<file path="src/rtl/neuromorphic_bridge_pkg.sv">
// neuromorphic_bridge_pkg: register map, response code and datapath widths for the neuron bridge.
package neuromorphic_bridge_pkg;
  // Word offsets, decoded from ADDR[3:2].
  typedef enum logic [1:0] {
    CTRL   = 2'd0,
    WEIGHT = 2'd1,
    THRESH = 2'd2,
    STATUS = 2'd3
  } reg_e;
  localparam logic [1:0] RESP_OKAY = 2'b00;
  localparam int POT_W = 24;
  localparam int WEIGHT_W = 16;
endpackage

</file>
<file path="src/rtl/neuromorphic_asic_bridge_top_lif_neuron_core.sv">
// lif_neuron_core: pwm_clk synchronizer, tick detect, saturating integrate-and-fire accumulator.
module lif_neuron_core
  import neuromorphic_bridge_pkg::*;
(
  input  logic                clk_i,
  input  logic                rst_ni,
  input  logic                rst_i,
  input  logic                pwm_i,
  input  logic                en_i,
  input  logic [WEIGHT_W-1:0] weight_i,
  input  logic [POT_W-1:0]    thresh_i,
  output logic [POT_W-1:0]    pot_o,
  output logic                digit_o
);
  // sync_q[1:0] is the 2-flop synchronizer, sync_q[2] holds the previous synchronized level.
  logic [2:0]       sync_q, sync_d;
  logic [POT_W-1:0] pot_q, pot_d, sat;
  logic [POT_W:0]   sum;
  logic             digit_q, digit_d, tick, fire;
  always_comb begin
    tick = sync_q[1] & ~sync_q[2];
    sum = {1'b0, pot_q} + {{(POT_W + 1 - WEIGHT_W){1'b0}}, weight_i};
    sat = sum[POT_W] ? '1 : sum[POT_W-1:0];
    fire = (thresh_i != '0) && (sat >= thresh_i);
    sync_d = rst_i ? '0 : {sync_q[1:0], pwm_i};
    pot_d = rst_i ? '0 : (tick && en_i) ? (fire ? '0 : sat) : pot_q;
    digit_d = ~rst_i & tick & en_i & fire;
  end
  always_ff @(posedge clk_i or negedge rst_ni) begin
    if (!rst_ni) begin
      sync_q  <= '0;
      pot_q   <= '0;
      digit_q <= 1'b0;
    end else begin
      sync_q  <= sync_d;
      pot_q   <= pot_d;
      digit_q <= digit_d;
    end
  end
  assign pot_o = pot_q;
  assign digit_o = digit_q;
endmodule

</file>
<file path="src/rtl/neuromorphic_asic_bridge_top.sv">
// neuromorphic_asic_bridge_top: AXI4-Lite register file fronting one integrate-and-fire neuron core.
module neuromorphic_asic_bridge_top
  import neuromorphic_bridge_pkg::*;
#(
  parameter int C_S_AXI_DATA_WIDTH = 32,
  parameter int C_S_AXI_ADDR_WIDTH = 32
) (
  input  logic                            S_AXI_ACLK,
  input  logic                            S_AXI_ARESETN,
  input  logic                            clk,
  input  logic                            rst,
  input  logic                            pwm_clk,
  output logic                            digit,
  input  logic [C_S_AXI_ADDR_WIDTH-1:0]   S_AXI_AWADDR,
  input  logic                            S_AXI_AWVALID,
  output logic                            S_AXI_AWREADY,
  input  logic [C_S_AXI_DATA_WIDTH-1:0]   S_AXI_WDATA,
  input  logic [C_S_AXI_DATA_WIDTH/8-1:0] S_AXI_WSTRB,
  input  logic                            S_AXI_WVALID,
  output logic                            S_AXI_WREADY,
  output logic [1:0]                      S_AXI_BRESP,
  output logic                            S_AXI_BVALID,
  input  logic                            S_AXI_BREADY,
  input  logic [C_S_AXI_ADDR_WIDTH-1:0]   S_AXI_ARADDR,
  input  logic                            S_AXI_ARVALID,
  output logic                            S_AXI_ARREADY,
  output logic [C_S_AXI_DATA_WIDTH-1:0]   S_AXI_RDATA,
  output logic [1:0]                      S_AXI_RRESP,
  output logic                            S_AXI_RVALID,
  input  logic                            S_AXI_RREADY
);
  localparam int DW = C_S_AXI_DATA_WIDTH;
  logic [DW-1:0]    ctrl_q, ctrl_d, weight_q, weight_d, thresh_q, thresh_d, rdata_q, rdata_d, status;
  logic             awready_q, awready_d, bvalid_q, bvalid_d, arready_q, arready_d, rvalid_q, rvalid_d;
  logic             wr_en, rd_en;
  logic [POT_W-1:0] pot;
  reg_e             wsel, rsel;
  logic             unused;
  assign unused = &{1'b0, clk, S_AXI_WSTRB, S_AXI_AWADDR[C_S_AXI_ADDR_WIDTH-1:4], S_AXI_AWADDR[1:0],
                    S_AXI_ARADDR[C_S_AXI_ADDR_WIDTH-1:4], S_AXI_ARADDR[1:0]};
  always_comb begin
    wsel = reg_e'(S_AXI_AWADDR[3:2]);
    rsel = reg_e'(S_AXI_ARADDR[3:2]);
    wr_en = awready_q & S_AXI_AWVALID & S_AXI_WVALID;
    rd_en = arready_q & S_AXI_ARVALID;
    // Address and data are accepted together, and never while a response is still pending.
    awready_d = ~awready_q & S_AXI_AWVALID & S_AXI_WVALID & ~bvalid_q;
    bvalid_d = wr_en | (bvalid_q & ~S_AXI_BREADY);
    arready_d = ~arready_q & S_AXI_ARVALID & ~rvalid_q;
    rvalid_d = rd_en | (rvalid_q & ~S_AXI_RREADY);
    status = {digit, {(DW - 1 - POT_W){1'b0}}, pot};
    rdata_d = !rd_en ? rdata_q :
              rsel == CTRL ? ctrl_q :
              rsel == WEIGHT ? weight_q :
              rsel == THRESH ? thresh_q : status;
    ctrl_d = (wr_en && wsel == CTRL) ? S_AXI_WDATA : ctrl_q;
    weight_d = (wr_en && wsel == WEIGHT) ? S_AXI_WDATA : weight_q;
    thresh_d = (wr_en && wsel == THRESH) ? S_AXI_WDATA : thresh_q;
  end
  always_ff @(posedge S_AXI_ACLK or negedge S_AXI_ARESETN) begin
    if (!S_AXI_ARESETN) begin
      ctrl_q    <= '0;
      weight_q  <= '0;
      thresh_q  <= '0;
      rdata_q   <= '0;
      awready_q <= 1'b0;
      bvalid_q  <= 1'b0;
      arready_q <= 1'b0;
      rvalid_q  <= 1'b0;
    end else begin
      ctrl_q    <= ctrl_d;
      weight_q  <= weight_d;
      thresh_q  <= thresh_d;
      rdata_q   <= rdata_d;
      awready_q <= awready_d;
      bvalid_q  <= bvalid_d;
      arready_q <= arready_d;
      rvalid_q  <= rvalid_d;
    end
  end
  assign S_AXI_AWREADY = awready_q;
  assign S_AXI_WREADY = awready_q;
  assign S_AXI_BVALID = bvalid_q;
  assign S_AXI_BRESP = RESP_OKAY;
  assign S_AXI_ARREADY = arready_q;
  assign S_AXI_RVALID = rvalid_q;
  assign S_AXI_RDATA = rdata_q;
  assign S_AXI_RRESP = RESP_OKAY;
  lif_neuron_core u_core (
    .clk_i   (S_AXI_ACLK),
    .rst_ni  (S_AXI_ARESETN),
    .rst_i   (rst),
    .pwm_i   (pwm_clk),
    .en_i    (ctrl_q[0]),
    .weight_i(weight_q[WEIGHT_W-1:0]),
    .thresh_i(thresh_q[POT_W-1:0]),
    .pot_o   (pot),
    .digit_o (digit)
  );
endmodule

</file>
<file path="config.mk">
export PLATFORM = sky130hd
export DESIGN_NAME = neuromorphic_asic_bridge_top
export DESIGN_NICKNAME = d
export VERILOG_FILES = /design/src/rtl/neuromorphic_bridge_pkg.sv /design/src/rtl/neuromorphic_asic_bridge_top_lif_neuron_core.sv /design/src/rtl/neuromorphic_asic_bridge_top.sv
export SDC_FILE = /design/constraint.sdc
export NUM_CORES = 1
export LEC_CHECK = 0
export BUFFER_PORTS_ARGS = -buffer_cell sky130_fd_sc_hd__buf_2
export CAP_MARGIN = 20
export CORE_ASPECT_RATIO = 0.6
export CORE_MARGIN = 1
export CORE_UTILIZATION = 45
export DETAILED_ROUTE_END_ITERATION = 6
export PLACE_DENSITY = 0.69
export SYNTH_ARGS = -nofsm -noshare
export SYNTH_HDL_FRONTEND = slang
export SYNTH_SLANG_ARGS = --single-unit
</file>
<file path="constraint.sdc">
create_clock -name S_AXI_ACLK -period 6.12 [get_ports S_AXI_ACLK]
set_clock_uncertainty 0.05 [all_clocks]
set_input_delay 0.306 -clock S_AXI_ACLK [delete_from_list [all_inputs] [get_ports S_AXI_ACLK]]
set_output_delay 0.306 -clock S_AXI_ACLK [all_outputs]
set_load 0.02 [all_outputs]
</file>
==> impl_metrics.csv, run 1 <==
group,metric,value,unit
run_status,outcome,"finished, violations left",
run_status,violations,"design-rule violations",
global_route,grtUsageTotal,21.6,%
yosys,ys_ff_latch,160,
die,io_pins,152,
setup_path,path_buf_inv,1,
yosys,avgSynthCellArea,12.1,um^2
setup_path,path_class,"register to register",
global_route,grt_overflow,0,
yosys,yosys.area.top_type,"dfrtp_1",
die,die_w,179,um
clocking,clk_pin_slew,0.07,ns
route,route.detailed.drc,12,
timing,hold_viol,0,
yosys,yosys_warnings,0,
yosys,synth-main-ff-cell,"dfrtp_1",
power_and_ir_drop,ir_drop,226,uV
yosys,syn_inst,701,
layout,drive_above_1_share,35.7,%
die,design.die.area,19400,um^2
timing,setup_tns,0,ns
setup_path,crit_required,6.39,ns
flow_run,drv_cap,0,
setup_path,critPathLaunchType,"register",
clocking,cts_buffers,17,
layout,fin_nets,931,
yosys,synthArstFlopShare,100,%
yosys,synth_top_area_share,47.3,%
global_route,grt_pass1_vias,5679,
route,wire_per_inst,19.0,um
layout,insertedDiodeCount,0,
placement,port_buffers,82,
global_route,antenna_found_initial,0,
route,drt_iter0_markers,341,
route,via_per_inst,5.70,
setup_path,cp_slowest_cell,"or4_1",
power_and_ir_drop,powerDensity,322,nW/um^2
route,num_vias,5887,
layout,fin_area,9700,um^2
setup_path,path_max_fanout,13,
die,start_util,46.4,%
route,drt.antenna.violating_nets,0,
clocking,max-clock-path-buffers,2,
worst_hold_path,hold_path_class,"input port to register",
timing,max_freq,0.207,GHz
clocking,worstSkewPairLatency,0.43,ns
die,rows,38,
yosys,synth_edf_count,0,
timing,max_slew_margin,25.8,%
yosys,synthTopCellsByCount,"dfrtp_1, mux2_2, nand2_1, ha_1, a21oi_1",
placement,pre_cts_slack,1.34,ns
timing,setup_ws,1.28,ns
die,die_h,108,um
clocking,h-tree-depth,4,
yosys,yosysMostFrequentCell,"dfrtp_1",
timing,worstMarginPinSlew,1.11,ns
placement,placed_area,9080,um^2
timing,period_needed,4.84,ns
clocking,cts_root_buffer,"clkbuf_16",
setup_path,max_stage_delay,0.61,ns
global_route,grt_max_degree,92,
yosys,yosysUniqueCellTypes,62,
power_and_ir_drop,post-layout-total-power,0.00312,W
yosys,synthTopCellsByArea,"dfrtp_1, mux2_2, mux4_2",
placement,gp_congestion,0.840,
clocking,clock_sinks,160,
timing,rsz0062_at_grt,"false",
die,core-area,18300,um^2
timing,finalCritPeriodShare,79.1,%
yosys,syn_area,8470,um^2
power_and_ir_drop,leakage,4.71,nW
setup_path,cp_top_family,"compound AO/OA/AOI/OAI gates",
setup_path,endpoint_kind,"register",
yosys,ys_seq_area_share,47.3,%
layout,final_util,53.2,%
route,dr.pass1.iters,7,
setup_path,arrival,5.11,ns
route,drt-total-wl,19600,um
setup_path,cp_cell_sequence,"ha_1, a211oi_1, nor2_1, a211o_2, o31ai_4, o31a_1, or3_2, nand3_1, ha_1, nand4_1, or4_1, o311ai_1, nor2_1, buf_4, a21o_2, a22o_1",
global_route,grt_pass1_wl,31500,um
layout,area_growth,14.6,%
clocking,cts_tree,"yes",
timing,drv_slew,0,
placement,dpl.hpwl,13100,um
timing,setup_violations,0,
## cell type report
class | count | area (um^2)
multi-input combinational | 473 | 4160
timing repair buffer | 94 | 512
inverter | 34 | 128
clock buffer | 19 | 453
sequential | 160 | 4000
fill | 1621 | 8550
tap | 240 | 300
clock inverter | 13 | 150
## worst paths after layout
check,endpoint,depth (start not counted),start,slack [ns]
min in group asynchronous,S_AXI_BVALID,2,S_AXI_ARESETN,0.47
hold reg to reg,S_AXI_AWREADY,1,S_AXI_BVALID,0.40
setup reg to reg,u_core.pot_o[17],16,u_core.pot_o[1],1.28
max in group asynchronous,ctrl_q[26],3,S_AXI_ARESETN,4.15
setup / recovery,u_core.pot_o[17],16,u_core.pot_o[1],1.28
hold / removal,S_AXI_BVALID,2,S_AXI_BREADY,0.03
## through the flow
step,instances,hold WS (ns)
final,1033,0.0335
after CTS,1033,0.0149
after detailed placement,999,0.386
after floorplan,704,-0.0396
after global routing,1033,0.0246
after global placement,999,0.382
## sequential cells by signal, summed over array words and instances, names as in the netlist
name and flops:
u_core.digit_o 1, S_AXI_RDATA 32, S_AXI_RVALID 1, ctrl_q 32, S_AXI_BVALID 1, thresh_q 32
u_core.pot_o 24, u_core.sync_q 3, S_AXI_AWREADY 1, weight_q 32, S_AXI_ARREADY 1
## power by group
group	leakage [nW]	internal (W)	switching, W
Clock	0.292	0.000631	0.000464
Combinational	2.30	0.000318	0.000356
Sequential	2.12	0.00123	0.000119
Total	4.71	0.00218	0.000939
## timing repair
action / CTS / global route
endpoints found under the hold margin: 91 / 0
gates resized for setup: 0 / 0
hold buffers: 2 / 0
setup buffers: 0 / 0
## per-layer routing
layer  global-route usage [%]  up-vias  wire length [um]
li1                         -     2741                 -
met1                     34.3     2971             10500
met2                     29.0      159              7780
met3                     4.71       16              1120
met4                     5.94        0               146
met5                        0        -                 0
## placed cells by master (no fill, tap or decap), types with 17 or more instances in the layout
cell,count
mux2_2,121
ha_1,40
dfrtp_1,160
a21oi_1,38
nor2_1,26
nand2_1,45
o21ai_0,33
clkbuf_16,17
inv_1,34
buf_2,81
mux4_2,25
## worst reg2reg max path, delay by kind of cell (launching register included)
kind	cells	cell delay, ns
compound gates	7	2.06
fa+ha+maj	2	0.67
buf+inv	1	0.20
flops	1	0.45
simple gates	6	1.31
## cell families after synthesis
family	after synthesis	synth area share [%]
flops	160	47.3
mux	153	23.6
compound gates	135	10.3
simple gates	126	7.30
buf+inv	71	3.91
fa+ha+maj	41	6.15
xor+xnor	14	1.45
other cells	1	0.0443
Note: power is estimated with default switching activity, not from simulation.
==> run 2: changes to the inputs <==
--- a/config.mk
+++ b/config.mk
@@ -11,7 +11,7 @@
 export CORE_MARGIN = 1
 export CORE_UTILIZATION = 45
 export DETAILED_ROUTE_END_ITERATION = 6
-export PLACE_DENSITY = 0.69
+export PLACE_DENSITY = 0.71
 export SYNTH_ARGS = -nofsm -noshare
 export SYNTH_HDL_FRONTEND = slang
 export SYNTH_SLANG_ARGS = --single-unit
==> constraint.sdc (replaced) <==
create_clock -name S_AXI_ACLK -period 4.1 [get_ports S_AXI_ACLK]
set_clock_uncertainty 0.05 [all_clocks]
set_input_delay 0.205 -clock S_AXI_ACLK [delete_from_list [all_inputs] [get_ports S_AXI_ACLK]]
set_output_delay 0.205 -clock S_AXI_ACLK [all_outputs]
set_load 0.02 [all_outputs]
==> run 2 against run 1 <==
The run ends with design-rule violations, negative setup slack left; global-route usage rose by 2.1 points; wire length rose by 10%; clock-buffer cell count fell by 2; register-to-register slack got worse by 1.4 ns; sequential cell count did not move; worst setup slack got worse by 1.4 ns; critical path depth rose by 2; clock power rose by 42%; sequential share of layout area fell by 5.3 points; core utilization rose by 7.8 points; critical path type unchanged; critical endpoint is now u_core.pot_o[21]; largest cell class unchanged; largest power group unchanged; highest routed layer unchanged.
==> impl_metrics.csv, run 2 (synthesized netlist as in run 1, its figures left out) <==
group,metric,value,unit
global_route,grtUsageTotal,23.7,%
timing,setup_ws,-0.102,ns
route,dr.pass1.iters,6,
layout,num-fill-cells,1472,
power_and_ir_drop,powerDensity,428,nW/um^2
global_route,grt_pass1_wl,34700,um
clocking,cts_buffers,17,
route,drt.antenna.violating_nets,0,
timing,finalCritPeriodShare,102,%
layout,drive_above_1_share,44.8,%
setup_path,crit_required,4.43,ns
layout,final_common_cell,"dfrtp_1",
die,start_util,46.4,%
timing,period_needed,4.20,ns
layout,final_util,61.0,%
placement,port_buffers,82,
placement,gp_congestion,0.891,
placement,placed_area,9640,um^2
clocking,max-clock-path-buffers,2,
layout,area_growth,31.5,%
clocking,clock_sinks,160,
setup_path,arrival,4.54,ns
global_route,grt_overflow,0,
setup_path,rrSetupSlack,-0.10,ns
run_status,outcome,"finished, violations left",
clocking,cts_root_buffer,"clkbuf_16",
die,io_pins,152,
layout,insertedDiodeCount,0,
route,wl_met1,11100,um
setup_path,endpoint_kind,"register",
clocking,cts_tree,"yes",
layout,fin_area,11100,um^2
clocking,clk_pin_slew,0.08,ns
global_route,grt_max_degree,91,
global_route,antenna_found_initial,0,
die,die_w,179,um
clocking,h-tree-depth,4,
global_route,grt_pass1_vias,6597,
flow_run,drv_cap,0,
timing,rsz0062_at_grt,"true",
timing,max_freq,0.238,GHz
setup_path,path_class,"register to register",
layout,fin_nets,1063,
timing,setup_violations,22,
die,design.die.area,19400,um^2
route,wire_per_inst,18.5,um
route,drt_iter0_markers,469,
setup_path,path_max_fanout,7,
run_status,violations,"design-rule violations, negative setup slack",
route,dr_wl_met3,1230,um
placement,dpl.hpwl,13700,um
power_and_ir_drop,ir_drop,318,uV
power_and_ir_drop,leakage,5.35,nW
timing,max_slew_margin,32.7,%
route,via_per_inst,5.52,
setup_path,critPathLaunchType,"register",
die,rows,38,
die,die_h,108,um
worst_hold_path,hold_path_class,"input port to register",
die,core-area,18300,um^2
timing,drv_slew,0,
route,routed.top_layer,"met4",
timing,worstMarginPinSlew,1.01,ns
route,route.detailed.drc,13,
timing,setup_tns,-1.54,ns
layout,final_cell_mix,"dfrtp_1, mux2_2, buf_4",
route,drt-total-wl,21600,um
timing,hold_viol,0,
route,wl_met2,9080,um
route,num_vias,6426,
clocking,worstSkewPairLatency,0.44,ns
## run 2: cell types whose count changed in the layout (fill, tap and decap cells not counted), moves of 5 or more
cell / delta
buf_4: +78
buf_6: +11
dlygate4sd3_1: +38
ha_1: -9
ha_4: +9
inv_8: +5
o21ai_0: -6
## run 2: worst paths after layout
kind                                from          endpoint  cells past startpoint
max                          weight_q[0]  u_core.pot_o[21]                     18
min                         S_AXI_WVALID      S_AXI_BVALID                      3
max reg2reg                  weight_q[0]  u_core.pot_o[21]                     18
min reg2reg                 S_AXI_RVALID     S_AXI_ARREADY                      1
max in group asynchronous  S_AXI_ARESETN   S_AXI_RDATA[23]                      3
min in group asynchronous  S_AXI_ARESETN    S_AXI_RDATA[9]                      2
## run 2: metrics by stage
step / total power, W / hold slack [ns] / instances / setup WS [ns]
finish: 0.00477 / 0.276 / 1165 / -0.102
detailed placement: 0.00312 / 0.292 / 1068 / -0.342
floorplan: 0.00271 / -0.141 / 704 / 0.0143
global placement: 0.00308 / 0.289 / 1068 / -0.288
CTS: 0.00477 / 0.265 / 1162 / -0.0584
global route: 0.00501 / 0.285 / 1165 / -0.289
## run 2: report_power, final
part	internal, W	leakage, nW	switching [W]
logic	0.000604	2.96	0.000586
clock network	0.000807	0.271	0.000750
registers	0.00184	2.12	0.000182
## run 2: what timing repair did
action / in CTS / in global routing
resized for setup: 49 / 12
endpoints found under the setup margin: 24 / 24
endpoints found under the hold margin: 188 / 0
setup buffers: 21 / 2
cloned: 2 / 0
pin swaps: 24 / 9
hold buffers: 40 / 0
## run 2: per-layer routing
layer / up-vias / track usage [%]
li1: 2992 / -
met1: 3215 / 35.8
met2: 203 / 34.1
met3: 16 / 5.06
met4: 0 / 6.18
met5: - / 0
## run 2: worst max-delay path: stages (launching register included)
cell and delay (ns):
dfrtp_1 0.42, ha_4 0.19, fa_2 0.35, a211oi_2 0.25, o211a_1 0.22, nor3_2 0.06
and2_4 0.16, or2_4 0.27, and4_1 0.22, nor2_1 0.11, ha_1 0.23, nand4_1 0.13
buf_4 0.14, nor3_1 0.06, a221oi_2 0.32, a21oi_2 0.14, or2_4 0.30, or4_1 0.43
nand3_1 0.09
## run 2: layout make-up
| cell class | instances | area [um^2] | share of cell area (%) |
|---|---|---|---|
| Timing Repair Buffer | 225 | 1680 | 15.1 |
| Clock inverter | 15 | 140 | 1.26 |
| Multi-Input combinational cell | 474 | 4450 | 40.0 |
| Tap cell | 240 | 300 | 2.70 |
| Sequential cell | 160 | 4000 | 36.0 |
| Clock buffer | 17 | 425 | 3.82 |
| Inverter | 34 | 128 | 1.15 |
